[src/rtl/radix2_pkg.sv]
// Shared definitions for the radix-2 arithmetic unit (multiplier and divider).
package radix2_pkg;

    // Default operand width for the arithmetic unit.
    localparam int unsigned DEF_WIDTH = 8;

    // Booth recoding of {Q[0], q_m1}; 2'b00 and 2'b11 leave A unchanged.
    localparam logic [1:0] BOOTH_ADD = 2'b01;
    localparam logic [1:0] BOOTH_SUB = 2'b10;

    // Sequencer states shared by the multiplier and the divider.
    typedef enum logic [1:0] {
        StIdle,
        StCalc,
        StDone
    } state_t;

endpackage

[src/rtl/radix2_mul_if.sv]
// Issue/result handshake bundle of the radix-2 multiplier.
interface radix2_mul_if
    import radix2_pkg::*;
#(
    parameter int unsigned WIDTH = DEF_WIDTH
);

    logic                   sign;
    logic [WIDTH-1:0]       multiplicand;
    logic [WIDTH-1:0]       multiplier;
    logic                   opn_valid;
    logic                   opn_ready;
    logic                   res_valid;
    logic                   res_ready;
    logic [2*WIDTH-1:0]     result;

    // Producer/consumer side.
    modport master (
        output sign,
        output multiplicand,
        output multiplier,
        output opn_valid,
        output res_ready,
        input  opn_ready,
        input  res_valid,
        input  result
    );

    // Multiplier side.
    modport slave (
        input  sign,
        input  multiplicand,
        input  multiplier,
        input  opn_valid,
        input  res_ready,
        output opn_ready,
        output res_valid,
        output result
    );

endinterface

[src/rtl/radix2_mul_booth_step.sv]
// One radix-2 Booth step: conditional add/subtract of M, then arithmetic right shift.
module booth_step
    import radix2_pkg::*;
#(
    parameter int unsigned WIDTH = DEF_WIDTH
) (
    input  logic [WIDTH+1:0] a,
    input  logic [WIDTH:0]   q,
    input  logic             q_m1,
    input  logic [WIDTH:0]   m,
    output logic [WIDTH+1:0] a_nxt,
    output logic [WIDTH:0]   q_nxt,
    output logic             q_m1_nxt
);

    logic [WIDTH+1:0] m_ext;
    logic [WIDTH+1:0] sum;

    // Recode the Booth pair, update A, then shift {A, Q, q_m1} right keeping A's sign.
    always_comb begin
        m_ext = {m[WIDTH], m};
        sum   = a;
        case ({q[0], q_m1})
            BOOTH_ADD: sum = a + m_ext;
            BOOTH_SUB: sum = a - m_ext;
            default:   sum = a;
        endcase
        a_nxt    = {sum[WIDTH+1], sum[WIDTH+1:1]};
        q_nxt    = {sum[0], q[WIDTH:1]};
        q_m1_nxt = q[0];
    end

endmodule

[src/rtl/radix2_mul.sv]
// Sequential radix-2 Booth multiplier, one step per clock, with valid/ready on both sides.
module radix2_mul
    import radix2_pkg::*;
#(
    parameter int unsigned WIDTH = DEF_WIDTH
) (
    input  logic         clk,
    input  logic         rst,
    radix2_mul_if.slave  bus
);

    localparam int unsigned CNT_W = $clog2(WIDTH + 1);
    // Step index of the final (WIDTH+1-th) Booth step.
    localparam logic [CNT_W-1:0] LAST_STEP = CNT_W'(WIDTH);

    state_t               state;
    logic [WIDTH:0]       m;
    logic [WIDTH:0]       q;
    logic [WIDTH+1:0]     a;
    logic                 q_m1;
    logic [CNT_W-1:0]     cnt;
    logic [2*WIDTH-1:0]   result_r;
    logic                 res_valid_r;
    logic                 opn_ready_r;

    logic [WIDTH:0]       mcand_ext;
    logic [WIDTH:0]       mplier_ext;
    logic [WIDTH+1:0]     a_nxt;
    logic [WIDTH:0]       q_nxt;
    logic                 q_m1_nxt;

    // Widen operands by one bit so unsigned values stay positive under signed Booth recoding.
    always_comb begin
        mcand_ext  = {bus.sign & bus.multiplicand[WIDTH-1], bus.multiplicand};
        mplier_ext = {bus.sign & bus.multiplier[WIDTH-1], bus.multiplier};
    end

    booth_step #(
        .WIDTH (WIDTH)
    ) u_step (
        .a        (a),
        .q        (q),
        .q_m1     (q_m1),
        .m        (m),
        .a_nxt    (a_nxt),
        .q_nxt    (q_nxt),
        .q_m1_nxt (q_m1_nxt)
    );

    // Sequencer: accept, WIDTH+1 Booth steps, then hold the product until it is taken.
    always_ff @(posedge clk or posedge rst) begin
        if (rst) begin
            state       <= StIdle;
            m           <= '0;
            q           <= '0;
            a           <= '0;
            q_m1        <= 1'b0;
            cnt         <= '0;
            result_r    <= '0;
            res_valid_r <= 1'b0;
            opn_ready_r <= 1'b1;
        end else begin
            case (state)
                StIdle: begin
                    if (bus.opn_valid) begin
                        m           <= mcand_ext;
                        q           <= mplier_ext;
                        a           <= '0;
                        q_m1        <= 1'b0;
                        cnt         <= '0;
                        opn_ready_r <= 1'b0;
                        state       <= StCalc;
                    end
                end
                StCalc: begin
                    a    <= a_nxt;
                    q    <= q_nxt;
                    q_m1 <= q_m1_nxt;
                    cnt  <= cnt + CNT_W'(1);
                    if (cnt == LAST_STEP) begin
                        // Product is the low 2*WIDTH bits of {A, Q} after the final shift.
                        result_r    <= {a_nxt[WIDTH-2:0], q_nxt};
                        res_valid_r <= 1'b1;
                        state       <= StDone;
                    end
                end
                StDone: begin
                    if (bus.res_ready) begin
                        res_valid_r <= 1'b0;
                        opn_ready_r <= 1'b1;
                        state       <= StIdle;
                    end
                end
                default: begin
                    state <= StIdle;
                end
            endcase
        end
    end

    assign bus.result    = result_r;
    assign bus.res_valid = res_valid_r;
    assign bus.opn_ready = opn_ready_r;

endmodule

[src/flat_wrapper.sv]
// flat-port wrapper written by rule: the top's interface ports become plain ports
module radix2_mul_flat import radix2_pkg::*;
#(
    parameter int unsigned WIDTH = DEF_WIDTH
)
  (clk, rst, bus_sign, bus_multiplicand, bus_multiplier, bus_opn_valid, bus_res_ready, bus_opn_ready, bus_res_valid, bus_result);
  radix2_mul_if #(.WIDTH(WIDTH)) bus_i ();
  input  logic clk;
  input  logic rst;
  input wire logic [$bits(bus_i.sign)-1:0] bus_sign;
  input wire logic [$bits(bus_i.multiplicand)-1:0] bus_multiplicand;
  input wire logic [$bits(bus_i.multiplier)-1:0] bus_multiplier;
  input wire logic [$bits(bus_i.opn_valid)-1:0] bus_opn_valid;
  input wire logic [$bits(bus_i.res_ready)-1:0] bus_res_ready;
  output wire logic [$bits(bus_i.opn_ready)-1:0] bus_opn_ready;
  output wire logic [$bits(bus_i.res_valid)-1:0] bus_res_valid;
  output wire logic [$bits(bus_i.result)-1:0] bus_result;
  assign bus_i.sign = bus_sign;
  assign bus_i.multiplicand = bus_multiplicand;
  assign bus_i.multiplier = bus_multiplier;
  assign bus_i.opn_valid = bus_opn_valid;
  assign bus_i.res_ready = bus_res_ready;
  assign bus_opn_ready = bus_i.opn_ready;
  assign bus_res_valid = bus_i.res_valid;
  assign bus_result = bus_i.result;
  radix2_mul #(.WIDTH(WIDTH)) u_core (.clk(clk), .rst(rst), .bus(bus_i));
endmodule
[config.mk]
export PLATFORM = sky130hd
export DESIGN_NAME = radix2_mul_flat
export DESIGN_NICKNAME = d
export VERILOG_FILES = /design/src/rtl/radix2_pkg.sv /design/src/rtl/radix2_mul_if.sv /design/src/rtl/radix2_mul_booth_step.sv /design/src/rtl/radix2_mul.sv /design/src/flat_wrapper.sv
export SDC_FILE = /design/constraint.sdc
export NUM_CORES = 1
export LEC_CHECK = 0
export ABC_AREA = 0
export CORE_ASPECT_RATIO = 0.8
export CORE_MARGIN = 4
export CORE_UTILIZATION = 40
export DETAILED_ROUTE_END_ITERATION = 10
export GPL_ROUTABILITY_DRIVEN = 0
export HOLD_SLACK_MARGIN = 0.02
export PLACE_DENSITY = 0.64
export SLEW_MARGIN = 0
export SYNTH_ARGS = -nofsm -noshare
export SYNTH_HDL_FRONTEND = slang
export SYNTH_SLANG_ARGS = --single-unit
[constraint.sdc]
create_clock -name clk -period 3.8 [get_ports clk]
set_input_delay 0.76 -clock clk [delete_from_list [all_inputs] [get_ports clk]]
set_output_delay 0.76 -clock clk [all_outputs]
set_load 0.02 [all_outputs]
**After elaboration in Yosys (flattened, before gate mapping)**

Cells that the tools add are included.

- Register bits after elaboration: 53
- Latch bits: 0
- Bits in writable memories: 0
- Bits in read-only memories: 0
- Bits of input ports: 21
- Memories kept: 0

- Add/sub/neg operators: 3
- Multipliers: 0
- Divide/modulo/power cells: 0
- Magnitude comparators: 0
- Equality and inequality tests: 8
- Shift operators: 0
- Multiplexer cells: 18
- Bitwise operators: 2
- Reductions and logical operators: 10

Operators by type and width:

| kind | count |
|---|---|
| case mux 10 bit (2 select lines) | 2 |
| case mux 9 bit (2 select lines) | 1 |
| adder 10 bit | 1 |
| two-way mux 10 bit | 1 |
| subtractor 10 bit | 1 |
| two-way mux 9 bit | 1 |
| AND reduction 3 bit | 3 |
| case mux 4 bit (2 select lines) | 1 |
| two-way mux 2 bit | 3 |
| case mux 1 bit (2 select lines) | 3 |
| case mux 2 bit (3 select lines) | 1 |
| AND reduction 2 bit | 3 |
| nonzero test 2 bit | 3 |
| adder 4 x 1 -> 4 bit, second input constant | 1 |
| equality test 2 x 1 -> 1 bit, second input constant | 2 |
| equality test 2 bit, second input constant | 2 |
| equality test 4 bit, second input constant | 1 |
| two-way mux 1 bit | 4 |
| two-way mux 4 bit | 1 |
| inequality test 2 bit, second input constant | 2 |
| bitwise AND 1 bit | 2 |
| logical NOT 2 bit | 1 |
| inequality test 2 x 1 -> 1 bit, second input constant | 1 |

**Depth between registers and ports, before layout**

Gate-level depths: netlist of run 1.

- Word-level depth: 3
- Mapped depth: 12
- Gate-level depth less buffers: 11

**Modules after synthesis**

A second synthesis of run 1 with hierarchy kept.

- Cells, all modules: 282
- Area, all modules: 2989.1 sq um

By module, submodules not included:

| module | times used | cells an instance | area an instance (sq um) | sequential area each (sq um) |
|---|---|---|---|---|
| radix2_mul | 1 | 172 | 2205.9 | 1327.5 |
| booth_step | 1 | 110 | 783.3 | 0.0 |

**Least setup slack after synthesis of run 1**

Ideal clock, no wire load.

- Path type: register -> register
- From: reg u_core.q_m1
- To: reg u_core.a[8]
- Setup time: 0.127 ns
- Arrival: 2.514 ns
- Required time: 3.673 ns
- Path slack: 1.160 ns
- Stages on the path, launching flop included: 13
- Buffers on the path: 1
- Clock period less this slack: 2.640 ns
- Path through: dfrtp_1 inv_1 ha_1 clkbuf_8 mux2_2 inv_1 ha_1 nor2b_1 o31ai_1 a31oi_1 or3_1 a211o_1 mux2i_1

- Longest elaborated chain between the ends: 3
- Elaborated cells on any way between the ends: 4
- Classes of those cells: eq/ne (2); mux (2)

Ends and longest elaborated chain:

| item | line | text |
|---|---|---|
| from (decl) | radix2_mul.sv:20 | `logic q_m1;` |
| from (signal assigned) | radix2_mul.sv:78 | `q_m1 <= q_m1_nxt;` |
| equality test 2 bit or equality test 2 x 1 -> 1 bit (tied branches) | radix2_mul_booth_step.sv:23 | `case ({q[0], q_m1})` |
| case mux 10 bit (2 select lines) (*) | radix2_mul_booth_step.sv:23 |  |
| case mux 10 bit (2 select lines) (*) | radix2_mul.sv:63 | `case (state)` |
| to (signal assigned) | radix2_mul.sv:76 | `a <= a_nxt;` |
| to (decl) | radix2_mul.sv:19 | `logic [WIDTH+1:0] a;` |

Every way passes the cells marked *; elsewhere a longest branch is shown, timed or not.
A chain may end at the register's enable or synchronous reset.

**Final worst setup path of run 1**

Ends and elaborated chain as after synthesis.

==> impl_metrics.csv, run 1 <==
group,metric,value,unit
run_status,status,"complete, no violations",
worst_setup_path,max_stage_delay,0.41,ns
yosys,ys_ff_latch,52,
sta,skew,0.004857,ns
drt,wl_per_cell,13.90,um
layout,drive_gt1_share,8.232,%
yosys,syn_inst,291,
floorplan,initial_core_util,42.27,%
sta,drv_slew,0,
worst_setup_path,crit_type,"reg -> reg",
floorplan,dieWidth,100.9,um
global_route,grt_max_degree,53,
global_route,grt_pass1_wl,9653,um
yosys,yosys_warnings,0,
placement,portBuffers,38,
power,total_leakage_power,1.501,nW
min_path,holdCritStartpoint,"u_core.bus.result[7]",
power,peakVddDrop,0.3904,mV
clocking,path_clk_slew,0.09,ns
worst_setup_path,crit_chain,"inv_1, ha_1, mux2_2, inv_1, ha_1, nor2b_1, o31ai_1, a31oi_1, or3_1, a211o_1, mux2i_1",
sta,final.setup.worst_slack,0.8902,ns
floorplan,die_h,82.35,um
worst_setup_path,crit_fanout,9,
worst_setup_path,cp-startpoint,"u_core.q_m1",
sta,fmax,0.3437,GHz
sta,period_needed,2.910,ns
sta,finalSetupTns,0,ns
layout,mostFrequentLayoutCell,"nand2_1",
run,drv_cap,0,
worst_setup_path,slowest_stage,"mux2_2",
layout,fill_cells,607,
global_route,grt_pass1_vias,1999,
yosys,yosys_most_used_dff,"dfrtp_1",
yosys,synth_fp_nets,326,
yosys,synth_edf_count,0,
worst_setup_path,cp_data_arrival_time,3.10,ns
yosys,yosysUniqueCellTypes,43,
global_route,track_usage,14.81,%
drt,num_vias,2116,
drt,ant_nets,0,
sta,tightest_slew,1.087,ns
global_route,grt_overflow_total,0,
floorplan,dieArea,8312,um2
clocking,clk_latency,0.30,ns
yosys,synth_seq_area_share,47.13,%
sta,fin_crit_sh,76.57,%
clocking,post_cts_buffers,0,
placement,pre_cts_ws,0.9109,ns
clocking,clockRootBuffer,"clkbuf_8",
drt,avgViaCountPerCell,5.136,
sta,slew_headroom,27.40,%
worst_setup_path,critPathLaunchType,"flop",
sta,rsz0062_at_grt,"false",
drt,drt_iter0_markers,105,
drt,route.detailed.drc,0,
placement,dp_hpwl,4211,um
layout,syn2layout_area_growth,20.14,%
layout,nNetsFinal,362,
clocking,cts_buffers,5,
clocking,cts_buffer_depth,2,
clocking,cts_hold_buffers,0,
worst_setup_path,cp-end-kind,"flop",
global_route,antenna_found_initial,0,
clocking,post_cts_resized,0,
layout,num_antenna_cells,0,
clocking,h-tree-depth,2,
floorplan,core_area,6539,um2
yosys,synth_area,2764,um2
sta,hold_violations,0,
drt,first_pass_iters,4,
min_path,worstHoldPathType,"reg -> reg",
clocking,cts_tree,"built",
drt,wirelength,5728,um
floorplan,io_pins,39,
yosys,synth.avg_cell_area,9.498,um2
layout,mostFrequentLayoutCells,"nand2_1, dfrtp_1, clkdlybuf4s50_1",
sta,setup_viol,0,
worst_setup_path,critPathRequiredTime,3.99,ns
floorplan,num_rows,26,
clocking,cts.sinks,52,
yosys,synthArstFlopShare,100.0,%
power,powerDensity,1001,nW/um2
worst_setup_path,r2r-start,"u_core.q_m1",
per-stage QoR:
stage / area, um2 / cells / hold WS, ns / power (mW) / util (%)
finish: 3321 / 412 / 0.4775 / 3.324 / 50.78
global route: 3321 / 412 / 0.5063 / 3.644 / 50.78
CTS: 3321 / 412 / 0.4837 / 3.353 / 50.78
detailed placement: 3221 / 404 / 0.4614 / 3.000 / 49.25
global placement: 3221 / 404 / 0.4637 / 2.964 / 49.25
floorplan: 2764 / 291 / 0.4530 / 2.477 / -
synthesized netlist by cell type, types with 4 or more instances:
cell type | instances | area, um2
nand2_1 | 62 | 232.7
dfrtp_1 | 51 | 1276
o21ai_0 | 25 | 125.1
nor2_1 | 14 | 52.55
ha_1 | 13 | 162.7
inv_1 | 13 | 48.80
a21oi_1 | 12 | 60.06
clkbuf_1 | 11 | 41.29
mux2i_1 | 11 | 110.1
mux2_2 | 9 | 101.4
xnor2_1 | 9 | 78.83
o22ai_1 | 5 | 31.28
xor2_1 | 5 | 43.79
a31oi_1 | 4 | 25.02
nor3_1 | 4 | 20.02
o31ai_1 | 4 | 30.03
worst max-delay path: cells and delay by family, from the launching register on:
| family | cells | cell delay, ns |
|---|---|---|
| and+or+nand+nor | 2 | 0.53 |
| buffers and inverters | 2 | 0.13 |
| AOI/OAI and AO/OA | 3 | 0.68 |
| adders and majority gates | 2 | 0.53 |
| muxes | 2 | 0.53 |
| DFF | 1 | 0.40 |
kinds of logic after synthesis:
| group | Yosys count | synth area share, % |
|---|---|---|
| xor gates and xnor gates | 14 | 4.436 |
| DFF | 52 | 47.13 |
| and+or+nand+nor | 95 | 14.67 |
| muxes | 20 | 7.651 |
| adders and majority gates | 14 | 6.609 |
| AOI/OAI and AO/OA | 70 | 15.62 |
| buffers and inverters | 26 | 3.893 |
final cells by class:
cell class                      instances  area (um2)  share of cell area [%]
Clock buffer                            8       100.1                   3.014
Inverter                               13       48.80                   1.469
Multi-Input combinational cell        213        1354                   40.77
Sequential cell                        52        1303                   39.22
Tap cell                               84       105.1                   3.165
Timing Repair Buffer                   42       410.4                   12.36
path summary, 6_finish.rpt:
kind                                         to  cells after the start  slack, ns
max in group asynchronous         u_core.cnt[1]                      2       2.10
max reg2reg                         u_core.a[8]                     11       0.89
min                        u_core.bus.result[7]                      2       0.48
min reg2reg                u_core.bus.result[7]                      2       0.48
max                                 u_core.a[8]                     11       0.89
min in group asynchronous           u_core.m[7]                      2       1.04
report_power, final:
group | internal [mW] | switching (mW)
clock network | 0.167 | 0.177
logic | 0.915 | 1.05
registers | 0.808 | 0.208
total | 1.89 | 1.43
per-layer routing:
metal / up-vias / routed length [um] / global-route usage [%]
li1: 1080 / - / -
met1: 995 / 3116 / 22.47
met2: 33 / 2348 / 21.68
met3: 8 / 197 / 2.603
met4: 0 / 65 / 3.984
met5: - / 0 / 0
flip-flops by register name, indices dropped and copies added (netlist names):
register	flops
u_core.cnt	4
u_core.m	9
u_core.state	2
u_core.bus.opn_ready	1
u_core.bus.res_valid	1
u_core.bus.result	16
u_core.q_m1	1
u_core.q	9
u_core.a	9
Note: power is estimated with default switching activity, not from simulation.
==> run 2, diff against run 1 <==
==> constraint.sdc (replaced) <==
create_clock -name clk -period 2.8 [get_ports clk]
set_input_delay 0.56 -clock clk [delete_from_list [all_inputs] [get_ports clk]]
set_output_delay 0.56 -clock clk [all_outputs]
set_load 0.02 [all_outputs]
==> run 2 against run 1 <==
Compared with the run above: non-clock buffer count up 9; die area stayed put; clock skew barely moved; fmax increased by 5.4%; critical path depth fell by 1; cell count rose by 2.2%; clock power up 49%; core utilization increased by 1.7 points; clock-buffer cell count down 2; sequential share of layout area down 1.2 points; routed wire length grew 4.1%; critical path type unchanged; critical endpoint unchanged.
==> impl_metrics.csv, run 2 (synthesis results as in run 1) <==
group,metric,value,unit
worst_setup_path,crit_type,"reg -> reg",
sta,skew,0.005072,ns
floorplan,num_rows,26,
layout,num_antenna_cells,0,
layout,nNetsFinal,371,
layout,fill_cells,602,
clocking,h-tree-depth,2,
floorplan,initial_core_util,42.27,%
clocking,cts_tree,"built",
placement,dpl.cell_count,413,
worst_setup_path,critPathLaunchType,"flop",
drt,ant_nets,0,
drt,wl_per_cell,14.16,um
sta,slew_headroom,61.71,%
layout,multiInputGateArea,1374,um2
placement,portBuffers,38,
power,switching_share,42.92,%
clocking,cts_buffers,5,
sta,hold_ws,0.4784,ns
global_route,grt_overflow_total,0,
floorplan,core_area,6539,um2
worst_setup_path,cp_data_arrival_time,2.95,ns
clocking,cts_buffer_depth,2,
worst_setup_path,critPathRequiredTime,2.99,ns
min_path,worstHoldPathType,"reg -> reg",
clocking,clk_latency,0.31,ns
drt,dr_wl_met2,2411,um
power,clkPwrFrac,10.9,%
global_route,grt_pass1_vias,2044,
worst_setup_path,r2r_setup_slack,0.04,ns
sta,fmax,0.3622,GHz
power,total_leakage_power,1.555,nW
layout,largest_reg_flops,16,
global_route,grt_pass1_wl,10140,um
layout,finalNonFillerCells,421,
floorplan,dieWidth,100.9,um
layout,mostFrequentLayoutCells,"nand2_1, dfrtp_1, clkdlybuf4s50_1",
sta,period_needed,2.761,ns
run,drv_cap,0,
drt,num_vias,2131,
global_route,grt_max_degree,53,
power,peakVddDrop,0.5335,mV
worst_setup_path,crit_fanout,6,
sta,tightest_slew,0.5730,ns
layout,mostFrequentLayoutCell,"nand2_1",
drt,avgViaCountPerCell,5.062,
drt,dr.max_layer_used,"met4",
sta,rsz0062_at_grt,"true",
worst_setup_path,cp-end-kind,"flop",
global_route,antenna_found_initial,0,
worst_setup_path,max_stage_delay,0.50,ns
worst_setup_path,crit_chain,"or4_4, nor2_1, a21oi_1, xnor2_1, ha_1, o211ai_1, a31oi_1, or3_1, a211o_1, mux2i_1",
power,intPower,2.688,mW
layout,seq_area,1304,um2
drt,drt_iter0_markers,112,
drt,route.detailed.drc,0,
run_status,status,"complete, no violations",
placement,place_area,3301,um2
layout,drive_gt1_share,12.17,%
power,switching_power,2.021,mW
placement,dp_hpwl,4354,um
drt,met1_length,3243,um
layout,stdcell_area,3430,um2
clocking,cts_hold_buffers,0,
drt,wirelength,5960,um
power,p_seq_share,29.2,%
layout,syn2layout_area_growth,24.08,%
sta,setup_viol,0,
sta,fin_crit_sh,98.62,%
drt,wl_met3,231,um
clocking,clockRootBuffer,"clkbuf_8",
global_route,track_usage,15.44,%
sta,hold_violations,0,
power,powerDensity,1373,nW/um2
clocking,cts.sinks,52,
power,pwr-share-comb,59.9,%
sta,drv_slew,0,
clocking,post_cts_buffers,0,
clocking,path_clk_slew,0.09,ns
drt,first_pass_iters,4,
floorplan,dieArea,8312,um2
worst_setup_path,slowest_stage,"or4_4",
floorplan,io_pins,39,
floorplan,die_h,82.35,um
layout,final_util,52.45,%
-- run 2: cell type report --
class                           instances  area share (%)
Clock inverter                          2           1.022
Inverter                               13           1.423
Clock buffer                            6           2.116
Timing Repair Buffer                   51           14.30
Multi-Input combinational cell        213           40.06
Sequential cell                        52           38.02
Tap cell                               84           3.065
-- run 2: worst max-delay path: cells and delay by family, from the launching register on --
kind	cells	cell delay [ns]
xor gates and xnor gates	1	0.24
muxes	1	0.12
DFF	1	0.46
adders and majority gates	1	0.32
and+or+nand+nor	3	0.98
AOI/OAI and AO/OA	4	0.53
-- run 2: per-stage QoR --
step | worst slack [ns] | total power [mW] | TNS (ns)
2_1_floorplan | 0.1595 | 3.361 | 0
3_3_place_gp | 0.1075 | 4.101 | 0
3_5_place_dp | 0.03998 | 4.158 | 0
4_1_cts | 0.05252 | 4.698 | 0
5_1_grt | -0.07649 | 5.163 | -0.07649
6_report | 0.03876 | 4.709 | 0
-- run 2: power by group through the flow --
stage                     clock [mW]  sequential [mW]  combinational [mW]
after floorplan                    0             1.46                1.90
after global placement             0             1.37                2.73
after detailed placement           0             1.38                2.78
after CTS                      0.527             1.37                2.80
after global routing           0.564             1.42                3.18
final                          0.513             1.38                2.82
-- run 2: timing repair --
item | in CTS | in global routing
setup endpoints to repair | 1 | 2
cloned | 0 | 0
gates resized for setup | 1 | 4
-- run 2: worst paths after layout --
check                      depth (start not counted)                  from                   end
hold reg to reg                                    2  u_core.bus.result[7]  u_core.bus.result[7]
setup / recovery                                  10           u_core.m[2]           u_core.a[8]
max in group asynchronous                          3                   rst  u_core.bus.opn_ready
min in group asynchronous                          3                   rst           u_core.m[5]
setup reg to reg                                  10           u_core.m[2]           u_core.a[8]
hold / removal                                     2  u_core.bus.result[7]  u_core.bus.result[7]
-- run 2: routing by layer --
layer / global-route usage, % / up-vias
li1: - / 1093
met1: 24.20 / 991
met2: 21.42 / 41
met3: 2.939 / 6
met4: 4.382 / 0
met5: 0 / -
==> run 3, diff against run 2 <==
--- a/config.mk
+++ b/config.mk
@@ -7,13 +7,13 @@
 export LEC_CHECK = 0
 export ABC_AREA = 0
 export CORE_ASPECT_RATIO = 0.8
-export CORE_MARGIN = 4
+export CORE_MARGIN = 2
 export CORE_UTILIZATION = 40
 export DETAILED_ROUTE_END_ITERATION = 10
 export GPL_ROUTABILITY_DRIVEN = 0
-export HOLD_SLACK_MARGIN = 0.02
-export PLACE_DENSITY = 0.64
+export PLACE_DENSITY = 0.63
 export SLEW_MARGIN = 0
 export SYNTH_ARGS = -nofsm -noshare
 export SYNTH_HDL_FRONTEND = slang
+export SYNTH_HIERARCHICAL = 1
 export SYNTH_SLANG_ARGS = --single-unit
==> run 3 against run 2 <==
Compared with the run above: register-to-register slack improved by 0.07 ns; final area increased by 4.9%; global-route usage increased by 0.26 points; sequential share of layout area decreased by 1.1 points; sequential power increased by 6%; total power increased by 11%; via count increased by 1.3%; hold slack improved by 0.014 ns; clock skew increased by 0.0030 ns; die area decreased by 1.5%; critical endpoint is now u_core/bus.result[15]; largest cell class unchanged; largest power group unchanged; highest routed layer unchanged.
==> impl_metrics.csv, run 3 <==
group,metric,value,unit
placement,portBuffers,38,
global_route,grtUsageMet3,2.668,%
sta,hold_violations,0,
drt,first_pass_iters,4,
yosys,synth_area_leader_cell,"dfrtp_1",
yosys,synthArstFlopShare,100.0,%
sta,tightest_slew,0.6672,ns
global_route,grt_pass1_wl,9936,um
global_route,met2_usage,22.67,%
floorplan,dieWidth,100.7,um
yosys,synthTopCellsByCount,"dfrtp_1, nand2_1, o21ai_0",
min_path,worstHoldPathType,"reg -> reg",
layout,num_antenna_cells,0,
sta,slew_headroom,55.52,%
drt,wl_per_cell,15.03,um
global_route,grt_overflow_total,0,
drt,route.detailed.drc,0,
clocking,cts_tree,"built",
floorplan,die_h,81.32,um
global_route,track_usage,15.70,%
layout,mostFrequentLayoutCells,"dfrtp_1, clkdlybuf4s50_1, nand2_1",
yosys,synth_fp_nets,317,
yosys,ys_ff_latch,53,
clocking,clockRootBuffer,"clkbuf_8",
sta,drv_slew,0,
sta,final.setup.worst_slack,0.1056,ns
worst_setup_path,crit_fanout,4,
sta,period_needed,2.694,ns
yosys,synth_area,2989,um2
yosys,yosys_warnings,6,
placement,place_area,3422,um2
worst_setup_path,cp_data_arrival_time,2.90,ns
yosys,yosys.area.top_type_share,43.53,%
sta,finalSetupTns,0,ns
layout,syn2layout_area_growth,20.30,%
yosys,synth_edf_count,0,
placement,dpl.cell_count,398,
placement,pre_cts_ws,0.04896,ns
sta,skew,0.008064,ns
global_route,busiest_layer,"met1",
floorplan,dieArea,8185,um2
layout,drive_gt1_share,21.32,%
layout,mostFrequentLayoutCell,"dfrtp_1",
drt,num_vias,2158,
layout,nNetsFinal,353,
worst_setup_path,critPathRequiredTime,3.00,ns
yosys,yosysUniqueCellTypes,45,
yosys,yosys_most_used_dff,"dfrtp_1",
global_route,grt_max_degree,54,
sta,fmax,0.3711,GHz
sta,setup_viol,0,
floorplan,core_area,7322,um2
drt,drt_iter0_markers,124,
floorplan,num_rows,28,
global_route,antenna_found_initial,0,
clocking,cts.sinks,53,
yosys,synth_most_common_cell,"dfrtp_1",
sta,hold_ws,0.4924,ns
clocking,clk_latency,0.31,ns
layout,finalNonFillerCells,409,
layout,largest_reg_flops,16,
layout,fill_cells,668,
yosys,synthTopCellsByArea,"dfrtp_1, mux2_2, ha_1, mux2_4, a22o_1",
worst_setup_path,cp-end-kind,"flop",
drt,avgViaCountPerCell,5.276,
clocking,cts_buffer_depth,2,
yosys,synth.avg_cell_area,10.60,um2
sta,rsz0062_at_grt,"true",
worst_setup_path,critPathLaunchType,"flop",
clocking,cts_buffers,5,
drt,ant_nets,0,
drt,wirelength,6146,um
worst_setup_path,crit_type,"reg -> reg",
floorplan,initial_core_util,40.82,%
clocking,path_clk_slew,0.10,ns
global_route,use_met1,24.01,%
clocking,h-tree-depth,2,
power,peakVddDrop,0.5796,mV
layout,stdcell_area,3596,um2
yosys,syn_inst,282,
run,drv_cap,0,
yosys,synth_seq_area_share,44.41,%
power,powerDensity,1454,nW/um2
sta,fin_crit_sh,96.23,%
power,total_leakage_power,1.554,nW
floorplan,io_pins,39,
run_status,status,"complete, no violations",
global_route,grt_pass1_vias,1936,
placement,dp_hpwl,4273,um
run 3: worst paths after layout:
path	from	cells past startpoint	slack, ns	end
max in group asynchronous	rst	3	1.61	u_core/m[8]
worst min register to register	u_core/bus.res_valid	1	0.49	u_core/bus.res_valid
worst min-delay path	u_core/bus.res_valid	1	0.49	u_core/bus.res_valid
min in group asynchronous	rst	3	0.75	u_core/q[5]
worst max-delay path	u_core/m[0]	12	0.11	u_core/bus.result[15]
worst max register to register	u_core/m[0]	12	0.11	u_core/bus.result[15]
run 3: layer usage:
metal	wire, um	vias up	part of all wire, %
met2	2716	37	44
met5	0	-	0
met3	217	9	3.5
li1	-	1050	-
met4	87	0	1.4
met1	3126	1062	51
run 3: timing repair:
item                                    CTS  global route
hold buffers                              0             0
endpoints found under the setup margin    0             8
setup buffers                             0             3
resized for setup                         0             8
endpoints found under the hold margin     0             0
run 3: worst max-delay path: stages, from the launching register on:
cell	delay (ns)
dfrtp_1	0.42
nor3_2	0.24
nor3b_2	0.23
nor2_1	0.08
xnor2_1	0.20
ha_1	0.29
a21o_1	0.20
a21oi_2	0.16
inv_1	0.07
a31oi_2	0.17
xor2_1	0.17
o21ai_1	0.09
mux2_2	0.28
run 3: kinds of logic (layout without fill, tap and decap cells):
kind of cell,after synthesis,count (layout),synth area share (%)
AND/OR/NAND/NOR,62,62,11.09
AO/OA/AOI/OAI,73,73,15.95
XOR/XNOR,15,15,4.395
adder cells (fa/ha/maj),14,14,6.112
multiplexers,27,27,11.09
buffers and inverters,38,75,6.949
flip-flops,53,53,44.41
run 3: final cells by class:
class / instances / area (um2) / share of cell area [%]
Multi-Input combinational cell: 191 / 1485 / 41.30
Sequential cell: 53 / 1328 / 36.92
Timing Repair Buffer: 51 / 490.5 / 13.64
Tap cell: 90 / 112.6 / 3.132
Clock buffer: 6 / 82.58 / 2.296
Inverter: 16 / 60.06 / 1.670
Clock inverter: 2 / 37.54 / 1.044
run 3: through the flow:
stage | total power [mW] | util (%)
2_1_floorplan | 3.828 | -
3_3_place_gp | 4.455 | 46.74
3_5_place_dp | 4.528 | 46.74
4_1_cts | 5.094 | 48.38
5_1_grt | 5.662 | 49.11
6_report | 5.229 | 49.11
run 3: where the power goes:
part	total, mW	internal (mW)	switching [mW]	leakage, nW
sequential	1.46	1.13	0.330	0.655
combinational	3.22	1.61	1.61	0.842
clock	0.548	0.291	0.257	0.0574
total	5.23	3.03	2.20	1.55
